<file path="src/rtl/sdrc_wrdata_buf_pkg.sv">
// ============================================================================
// Module      : sdrc_define (package)
// Description : Shared SDRAM-controller constants and buffer entry layout.
// Revision    : 1.0 - initial release
// ============================================================================
`default_nettype none

package sdrc_define;

   localparam int c_APP_DW_DEF = 32;
   localparam int c_APP_BW_DEF = 4;
   localparam int c_DEPTH_DEF  = 16;

   // Entry layout is {last, en_n, data}; data always starts at bit 0.
   localparam int c_DATA_LSB = 0;

   function automatic int entry_en_n_lsb(input int dw);
      return dw;
   endfunction

   function automatic int entry_last_pos(input int dw, input int bw);
      return dw + bw;
   endfunction

   function automatic int entry_width(input int dw, input int bw);
      return dw + bw + 1;
   endfunction

endpackage

`default_nettype wire

</file>
<file path="src/rtl/sdrc_sync_fifo.sv">
// ============================================================================
// Module      : sdrc_sync_fifo
// Description : Generic single-clock FIFO, AW+1 bit wrapping pointers.
// Revision    : 1.0 - initial release
// ============================================================================
`default_nettype none

module sdrc_sync_fifo #(
   parameter int WIDTH = 37,
   parameter int DEPTH = 16,
   parameter int AW    = 4
) (
   input  logic             clk,
   input  logic             reset_n,
   input  logic             i_flush,
   input  logic             i_push,
   input  logic [WIDTH-1:0] i_data,
   input  logic             i_pop,
   output logic [WIDTH-1:0] o_head,
   output logic             o_full,
   output logic             o_empty,
   output logic             o_push_acc,
   output logic             o_pop_acc,
   output logic [AW:0]      o_count
);

   localparam logic [AW:0] c_FULL = (AW+1)'(DEPTH);
   localparam logic [AW:0] c_ONE  = (AW+1)'(1);

   logic [WIDTH-1:0] r_mem [DEPTH];
   logic [AW:0]      r_wr_ptr;
   logic [AW:0]      r_rd_ptr;
   logic [AW:0]      w_count;

   assign w_count    = r_wr_ptr - r_rd_ptr;
   assign o_count    = w_count;
   assign o_full     = (w_count == c_FULL);
   assign o_empty    = (w_count == '0);
   // Full refuses a push even when a pop happens the same cycle: no bypass.
   assign o_push_acc = i_push & ~o_full;
   assign o_pop_acc  = i_pop & ~o_empty;
   assign o_head     = r_mem[r_rd_ptr[AW-1:0]];

   always_ff @(posedge clk) begin
      if (!reset_n || i_flush) begin
         r_wr_ptr <= '0;
         r_rd_ptr <= '0;
      end else begin
         if (o_push_acc) r_wr_ptr <= r_wr_ptr + c_ONE;
         if (o_pop_acc)  r_rd_ptr <= r_rd_ptr + c_ONE;
      end
   end

   always_ff @(posedge clk) begin
      if (o_push_acc) r_mem[r_wr_ptr[AW-1:0]] <= i_data;
   end

endmodule

`default_nettype wire

</file>
<file path="src/rtl/sdrc_wrdata_buf.sv">
// ============================================================================
// Module      : sdrc_wrdata_buf
// Description : Write-data staging FIFO with complete-burst accounting.
// Revision    : 1.0 - initial release
// ============================================================================
`default_nettype none

module sdrc_wrdata_buf
   import sdrc_define::*;
#(
   parameter int APP_DW = c_APP_DW_DEF,
   parameter int APP_BW = c_APP_BW_DEF,
   parameter int DEPTH  = c_DEPTH_DEF,
   parameter int AW     = 4
) (
   input  logic              clk,
   input  logic              reset_n,
   input  logic              flush,
   input  logic              wr_push_valid,
   input  logic [APP_DW-1:0] wr_push_data,
   input  logic [APP_BW-1:0] wr_push_en_n,
   input  logic              wr_push_last,
   output logic              wr_push_ready,
   output logic [APP_DW-1:0] app_wr_data,
   output logic [APP_BW-1:0] app_wr_en_n,
   input  logic              app_wr_next,
   input  logic              app_last_wr,
   output logic              burst_avail,
   output logic [AW:0]       burst_cnt,
   output logic [AW:0]       fill_cnt,
   output logic              underflow_err,
   output logic              burst_err
);

   localparam int          c_EW    = entry_width(APP_DW, APP_BW);
   localparam int          c_LAST  = entry_last_pos(APP_DW, APP_BW);
   localparam int          c_EN_LO = entry_en_n_lsb(APP_DW);
   localparam logic [AW:0] c_MAX   = (AW+1)'(DEPTH);
   localparam logic [AW:0] c_ONE   = (AW+1)'(1);

   logic [c_EW-1:0] w_entry_in;
   logic [c_EW-1:0] w_head;
   logic            w_full;
   logic            w_empty;
   logic            w_push_acc;
   logic            w_pop_acc;
   logic            w_head_last;
   logic            w_inc;
   logic [AW:0]     r_burst_cnt;
   logic [AW:0]     w_burst_cnt_nxt;
   logic            r_underflow_err;
   logic            r_burst_err;
   logic            w_burst_err_nxt;

   assign w_entry_in = {wr_push_last, wr_push_en_n, wr_push_data};

   sdrc_sync_fifo #(
      .WIDTH (c_EW),
      .DEPTH (DEPTH),
      .AW    (AW)
   ) u_fifo (
      .clk        (clk),
      .reset_n    (reset_n),
      .i_flush    (flush),
      .i_push     (wr_push_valid),
      .i_data     (w_entry_in),
      .i_pop      (app_wr_next),
      .o_head     (w_head),
      .o_full     (w_full),
      .o_empty    (w_empty),
      .o_push_acc (w_push_acc),
      .o_pop_acc  (w_pop_acc),
      .o_count    (fill_cnt)
   );

   // An empty buffer presents a fully masked beat so a stray write is harmless.
   assign app_wr_data   = w_empty ? '0 : w_head[c_DATA_LSB +: APP_DW];
   assign app_wr_en_n   = w_empty ? '1 : w_head[c_EN_LO +: APP_BW];
   assign w_head_last   = w_head[c_LAST];
   assign wr_push_ready = ~w_full;
   assign w_inc         = w_push_acc & wr_push_last;

   always_comb begin
      w_burst_cnt_nxt = r_burst_cnt;
      w_burst_err_nxt = r_burst_err
                      | (app_last_wr & w_pop_acc & ~w_head_last)
                      | (app_last_wr & ~app_wr_next)
                      | (w_pop_acc & w_head_last & ~app_last_wr);
      if (w_inc && !app_last_wr) begin
         if (r_burst_cnt != c_MAX) w_burst_cnt_nxt = r_burst_cnt + c_ONE;
      end else if (app_last_wr && !w_inc) begin
         if (r_burst_cnt == '0) w_burst_err_nxt = 1'b1;
         else                   w_burst_cnt_nxt = r_burst_cnt - c_ONE;
      end
   end

   always_ff @(posedge clk) begin
      if (!reset_n || flush) begin
         r_burst_cnt     <= '0;
         r_underflow_err <= 1'b0;
         r_burst_err     <= 1'b0;
      end else begin
         r_burst_cnt     <= w_burst_cnt_nxt;
         r_underflow_err <= r_underflow_err | (app_wr_next & w_empty);
         r_burst_err     <= w_burst_err_nxt;
      end
   end

   assign burst_cnt     = r_burst_cnt;
   assign burst_avail   = (r_burst_cnt != '0);
   assign underflow_err = r_underflow_err;
   assign burst_err     = r_burst_err;

endmodule

`default_nettype wire

</file>
<file path="config.mk">
export PLATFORM = sky130hd
export DESIGN_NAME = sdrc_wrdata_buf
export DESIGN_NICKNAME = d
export VERILOG_FILES = /design/src/rtl/sdrc_wrdata_buf_pkg.sv /design/src/rtl/sdrc_sync_fifo.sv /design/src/rtl/sdrc_wrdata_buf.sv
export SDC_FILE = /design/constraint.sdc
export NUM_CORES = 1
export LEC_CHECK = 0
export ABC_AREA = 1
export CORE_MARGIN = 8
export CORE_UTILIZATION = 40
export DETAILED_ROUTE_END_ITERATION = 10
export PLACE_DENSITY_LB_ADDON = 0.3
export SETUP_SLACK_MARGIN = 0.5
export SLEW_MARGIN = 10
export SYNTH_ARGS = -nofsm -noshare
export SYNTH_HDL_FRONTEND = slang
export SYNTH_SLANG_ARGS = --single-unit
</file>
<file path="constraint.sdc">
create_clock -name clk -period 8.53 [get_ports clk]
set_input_delay 1.2795 -clock clk [delete_from_list [all_inputs] [get_ports clk]]
set_output_delay 1.2795 -clock clk [all_outputs]
set_load 0.02 [all_outputs]
</file>
==> qor.csv, run 1 <==
metric,value,unit
p_clk_frac,0.359,
outcome,"complete, no violations",
relSlewSlack,0.3006,
drtAntennaViolNets,0,
place_congestion,0.7684,
grt_max_degree,208,
dr.pass1.iters,8,
nFillCells,5381,
critPathRequiredTime,7.25,ns
post_cts_buffers,0,
cts_buffers,59,
syn-num-nets,2017,
grt_pass1_vias,15710,
cts_num_sinks,613,
synth_compound_area_frac,0.08611,
cts_tree,built,
die_w,264.6,um
syn_area,24720,um2
drc,0,
grt_pass1_wl,94.85,mm
r2r-start,u_fifo.r_wr_ptr[0],
crit_type,register to output pin,
yosys.area_share.xor_xnor,0.003898,
portBuffers,92,
synthArstFlopShare,0,
p_sw_frac,0.2521,
drv_cap,0,
ctsHoldBuffers,0,
rr_endpoint,u_fifo.r_mem[5][29],
r2r_setup_slack,4.62,ns
seqPwrFrac,0.507,
die_area,70000,um2
p_leak,9.662,nW
ios,93,
fin_setup_tns,0,ns
worstMarginPinSlew,1.049,ns
viasPerCell,5.516,
min_path_type,register to register,
vdd_drop_max,0.0001420,V
antenna_found_initial,4,
setup_violations,0,
timing_hold_violations_final,0,
fp-row-count,91,
grt-ovfl-total,0,
arrival,4.28,ns
rsz0062_at_grt,no,
drt-total-wl,62.70,mm
utilization,0.4571,
synthMuxAreaShare,0,
clk_pin_slew,0.06,ns
post-route-period-util,0.6512,
cts_htree_levels,2,
vias,15680,
synth_top_family_by_area,simple AND/OR/NAND/NOR gates,
synth-edff-count,592,
period_minus_slack,5.555,ns
yosys.area_share.simple,0.1311,
dpl.hpwl,29.50,mm
fp.coreArea,61370,um2
crit_path_end_kind,output pin,
start_util,0.4027,
clk_path_buf_depth,3,
hold_path_depth,2,
wl_per_cell,22.05,um
syn_to_final_growth,13.49,%
synth_cell_types,34,
avgSynthCellArea,12.63,um2
slew_violations,0,
max_freq,0.1800,GHz
die_h,264.6,um
holdWs,0.4752,ns
path_common_cell,nand2_1,
syn_inst,1957,
drt_iter0_drc,1692,
synth_ff_type,edfxtp_1,
crit_path_start_kind,register,
synthAdderAreaFrac,0.009213,
yosysWarnings,0,
crit_path_top_delay_cell,buf_4,
switchingPower,1.668,mW
drive_above_1_share,0.06485,
holdPathEnd,underflow_err,
clock_skew,0.02093,ns
cp_max_fo,207,
min_from,underflow_err,
ys_seq_area_frac,0.7363,
p_comb_frac,0.134,
cpPeakStageDelay,0.87,ns
nets,2072,
clock_latency,0.63,ns
ff2ff_path_depth,14,
p_int,4.950,mW
grt_use_total,0.1751,
clock-root-buffer,clkbuf_16,
powerDensity,235.9,nW/um2
worstPathCellList,"buf_12, buf_4, a21oi_1, a22oi_1, nand2_1, nand3_1, nand2_1, a31oi_1, clkdlybuf4s50_1",
cts_resized,0,
ys_ff_latch,613,
## worst max-delay path, delay by kind of cell, from the launching register on
| kind | cells | cell delay (ns) |
|---|---|---|
| flops | 1 | 0.39 |
| compound gates | 3 | 0.73 |
| simple gates | 3 | 0.25 |
| buf+inv | 3 | 2.15 |
## cell usage in the layout, fill, tap and decap left out, types with 18 or more instances in the layout
cell type / n
clkbuf_16: 60
nor2_1: 44
nand2_1: 508
clkdlybuf4s50_1: 92
a31oi_1: 33
o21ai_0: 43
a21oi_1: 183
buf_4: 27
a22oi_1: 82
edfxtp_1: 592
nand3_1: 202
nor2_4: 18
inv_1: 38
## power by group through the flow
stage	registers (mW)	clock network, mW	logic, mW
after floorplan	3.42	0	0.546
after global placement	3.42	0	0.883
after detailed placement	3.42	0	0.898
after CTS	3.36	2.42	0.902
after global routing	3.36	2.52	0.973
final	3.36	2.37	0.889
## per-stage QoR
step	instance area (um2)	instances	total power [mW]	setup slack, ns
after global placement	26340	2741	4.301	3.675
after global routing	28050	2842	6.849	2.661
after detailed placement	26340	2741	4.316	3.612
after floorplan	24720	1957	3.961	4.484
after CTS	28050	2841	6.675	2.953
final	28050	2843	6.618	2.975
## logic make-up after synthesis
kind of cell    after synthesis
simple gates                782
flops                       613
compound gates              363
xor+xnor                     11
fa+ha+maj                    17
buf+inv                     171
## Yosys cell counts, types with 7 or more instances
cell	number	share of area
inv_1	38	0.0058
edfxtp_1	592	0.72
buf_2	71	0.014
a22oi_1	82	0.025
nand2_1	508	0.077
nor2_1	60	0.0091
o21ai_0	43	0.0087
o221ai_1	12	0.0043
xor2_1	7	0.0025
clkbuf_1	38	0.0058
dfxtp_1	21	0.017
nand3_1	202	0.041
buf_6	7	0.0032
ha_1	15	0.0076
buf_4	10	0.0030
a31oi_1	33	0.0084
a21oi_1	183	0.037
## final cells by class
cell class	count	area (um2)	area share
Timing Repair Buffer	120	1144	0.04077
Clock buffer	74	1554	0.05540
Clock inverter	26	155.1	0.005531
Tap cell	790	988.4	0.03524
Sequential cell	613	18210	0.6492
Antenna cell	2	5.005	0.0001784
Inverter	45	181.4	0.006468
Multi-Input combinational cell	1173	5813	0.2072
## flip-flops by register name, summed over array words and instances, names as in the netlist, named ones only
signal / cells
burst_cnt: 5
burst_err: 1
u_fifo.r_mem: 592
u_fifo.r_rd_ptr: 5
u_fifo.r_wr_ptr: 5
underflow_err: 1
## metal layers
metal / global-route usage / part of all wire
met2: 0.3015 / 0.49
met1: 0.2242 / 0.42
met4: 0.05768 / 0.025
met3: 0.02919 / 0.064
met5: 0 / 0.00040
## worst max-delay path by stage
stage                             startpoint                  to  slack, ns  cells after the start
after floorplan           u_fifo.r_wr_ptr[0]  u_fifo.r_mem[0][0]       4.48                     12
after global placement              register     app_wr_data[25]       3.67                      9
after detailed placement            register     app_wr_data[25]       3.61                      9
after CTS                           register     app_wr_data[25]       2.95                      9
after global routing                register     app_wr_data[25]       2.66                      9
final                               register     app_wr_data[25]       2.98                      9
(Power assumes the default switching activity.)
==> inputs of run 2 (changes only) <==
Clock period 8.53 ns to 4.7 ns, I/O delays scaled along.
==> run 2 against run 1 <==
Non-clock buffer count rose by 8. Count of clock-buffer cells in the layout rose by 8. Core utilization rose by 0.69 points. Clock power rose by 100%. Power rose by 87%. Largest cell class unchanged. Flip-flop and latch count did not move. Die area did not move. Largest power group unchanged. Via count rose by 0.72%. First-iteration DRC count rose by 1.0%.
==> qor.csv, run 2 (synthesis results as in run 1) <==
metric,value,unit,change
drtAntennaViolNets,0,,unchanged
grt_use_total,0.1773,,was 0.1751
crit_path_start_kind,register,,unchanged
setup_violations,0,,unchanged
crit_path_end_kind,output pin,,unchanged
p_sw_frac,0.2457,,was 0.2521
viasPerCell,5.525,,was 5.516
dr.pass1.iters,5,,was 8
start_util,0.4027,,unchanged
cp_max_fo,36,,was 207
drt-total-wl,63.80,mm,was 62.70 mm
wl_per_cell,22.32,um,was 22.05 um
layout_common_cells,"edfxtp_1, nand2_1, nand3_1",,unchanged
min_path_type,register to register,,unchanged
outcome,"complete, no violations",,unchanged
fin_setup_tns,0,ns,unchanged
arrival,3.28,ns,was 4.28 ns
vias,15800,,was 15.68k
drt_iter0_drc,1709,,"was 1,692"
p_comb_frac,0.124,,was 0.134
fp.coreArea,61370,um2,unchanged
powerDensity,434.2,nW/um2,was 235.9 nW/um2
grt_pass1_wl,95.84,mm,was 94.85 mm
period_minus_slack,3.986,ns,
place_congestion,0.7753,,was 0.7684
clk_path_buf_depth,3,,unchanged
seqPwrFrac,0.492,,was 0.507
fp-row-count,91,,unchanged
post-route-period-util,0.8481,,
utilization,0.4639,,was 0.4571
cts_buffers,60,,was 59
die_w,264.6,um,unchanged
crit_type,register to output pin,,unchanged
clock_skew,0.01366,ns,was 0.02093 ns
nets,2081,,"was 2,072"
grt-ovfl-total,0,,unchanged
p_total,12.36,mW,was 6.618 mW
cp_top_family,simple AND/OR/NAND/NOR gates,,was buffers and inverters
cts_tree,built,,unchanged
vdd_drop_max,0.0002772,V,was 0.0001420 V
rsz0062_at_grt,no,,unchanged
drv_cap,0,,unchanged
dp_worst_setup_slack,0.9910,ns,was 3.612 ns
timing_hold_violations_final,0,,unchanged
final_common_cell,edfxtp_1,,unchanged
nFillCells,5319,,"was 5,381"
dpl.hpwl,33.11,mm,was 29.50 mm
drive_above_1_share,0.07398,,was 0.06485
worstPathCellList,"inv_1, ha_1, inv_1, fa_1, or2_0, nor2_2, nand3_1, nor2_4, inv_8, nand2_1, a31oi_1, dlygate4sd2_1",,"was buf_12, buf_4, a21oi_1, a22oi_1, nand2_1, nand3_1, nand2_1, a31oi_1, clkdlybuf4s50_1"
clock-root-buffer,clkbuf_16,,unchanged
cpPeakStageDelay,0.44,ns,was 0.87 ns
cts_htree_levels,2,,unchanged
p_clk_frac,0.384,,was 0.359
switchingPower,3.037,mW,was 1.668 mW
min_from,underflow_err,,unchanged
die_area,70000,um2,unchanged
largest_reg_flops,592,,unchanged
portBuffers,92,,unchanged
cp_num_buf_inv,4,,was 3
max_freq,0.2509,GHz,
antenna_found_initial,5,,was 4
dpl_cell_area,26580,um2,"was 26,340 um2"
critPathRequiredTime,3.99,ns,was 7.25 ns
ios,93,,unchanged
worstMarginPinSlew,1.007,ns,was 1.049 ns
grt_pass1_vias,15530,,was 15.71k
grt_max_degree,149,,was 208
syn_to_final_growth,15.19,%,was 13.49%
p_int,9.325,mW,was 4.950 mW
path_common_cell,inv_1,,was nand2_1
drc,0,,unchanged
p_leak,9.970,nW,was 9.662 nW
r2r-start,u_fifo.r_wr_ptr[0],,unchanged
die_h,264.6,um,unchanged
setup_slack,0.7137,ns,was 2.975 ns
cts_num_sinks,613,,unchanged
clock_latency,0.61,ns,was 0.63 ns
relSlewSlack,0.3284,,was 0.3006
clk_pin_slew,0.06,ns,about the same
cp-startpoint,u_fifo.r_wr_ptr[0],,
design_area,28470,um2,"was 28,050 um2"
slew_violations,0,,unchanged
crit_path_top_delay_cell,fa_1,,was buf_4
==> run 2: area by class of cell <==
cell class	count	area, um2	share of cell area
Timing Repair Buffer	128	1350	0.04742
Multi-Input combinational cell	1173	5813	0.2042
Antenna cell	1	2.502	0.00008789
Clock inverter	27	315.3	0.01107
Tap cell	790	988.4	0.03472
Inverter	45	186.4	0.006548
Sequential cell	613	18210	0.6396
Clock buffer	82	1605	0.05638
==> run 2: per-layer routing <==
metal  GRT usage  routed length, um
met5           0                 48
met4     0.06303               1667
met3     0.02604               4279
met2      0.2959              30930
met1      0.2356              26870
==> run 2: power groups by stage <==
| stage | Sequential (mW) | Combinational [mW] | Clock [mW] |
|---|---|---|---|
| final | 6.08 | 1.54 | 4.74 |
| after detailed placement | 6.20 | 1.62 | 0 |
| after global placement | 6.20 | 1.59 | 0 |
| after floorplan | 6.20 | 0.990 | 0 |
| after global routing | 6.09 | 1.69 | 5.03 |
| after CTS | 6.08 | 1.54 | 4.84 |
==> run 2: worst paths after layout <==
path                endpoint  slack [ns]  cells past startpoint
max          app_wr_data[22]        0.71                     12
min            underflow_err        0.49                      2
max reg2reg     burst_cnt[4]        1.20                     18
min reg2reg    underflow_err        0.49                      2
==> run 2: metrics by stage <==
step,std cells,hold slack (ns)
6_report,2859,0.4853
5_1_grt,2859,0.5286
4_1_cts,2857,0.4878
3_5_place_dp,2748,0.4701
3_3_place_gp,2748,0.4584
2_1_floorplan,1957,0.4534
==> run 2: worst min-delay path, stage by stage (launching register included) <==
cell	delay, ns
dfxtp_1	0.34
a21oi_1	0.04
nor2_1	0.07
==> run 2: repair_timing <==
| item | CTS | global route |
|---|---|---|
| hold buffers | 0 | 0 |
| cloned | 0 | 0 |
| resized for setup | 36 | 2 |
| buffers inserted | 0 | 1 |
| pin swaps | 0 | 1 |
| endpoints found under the setup margin | 36 | 23 |
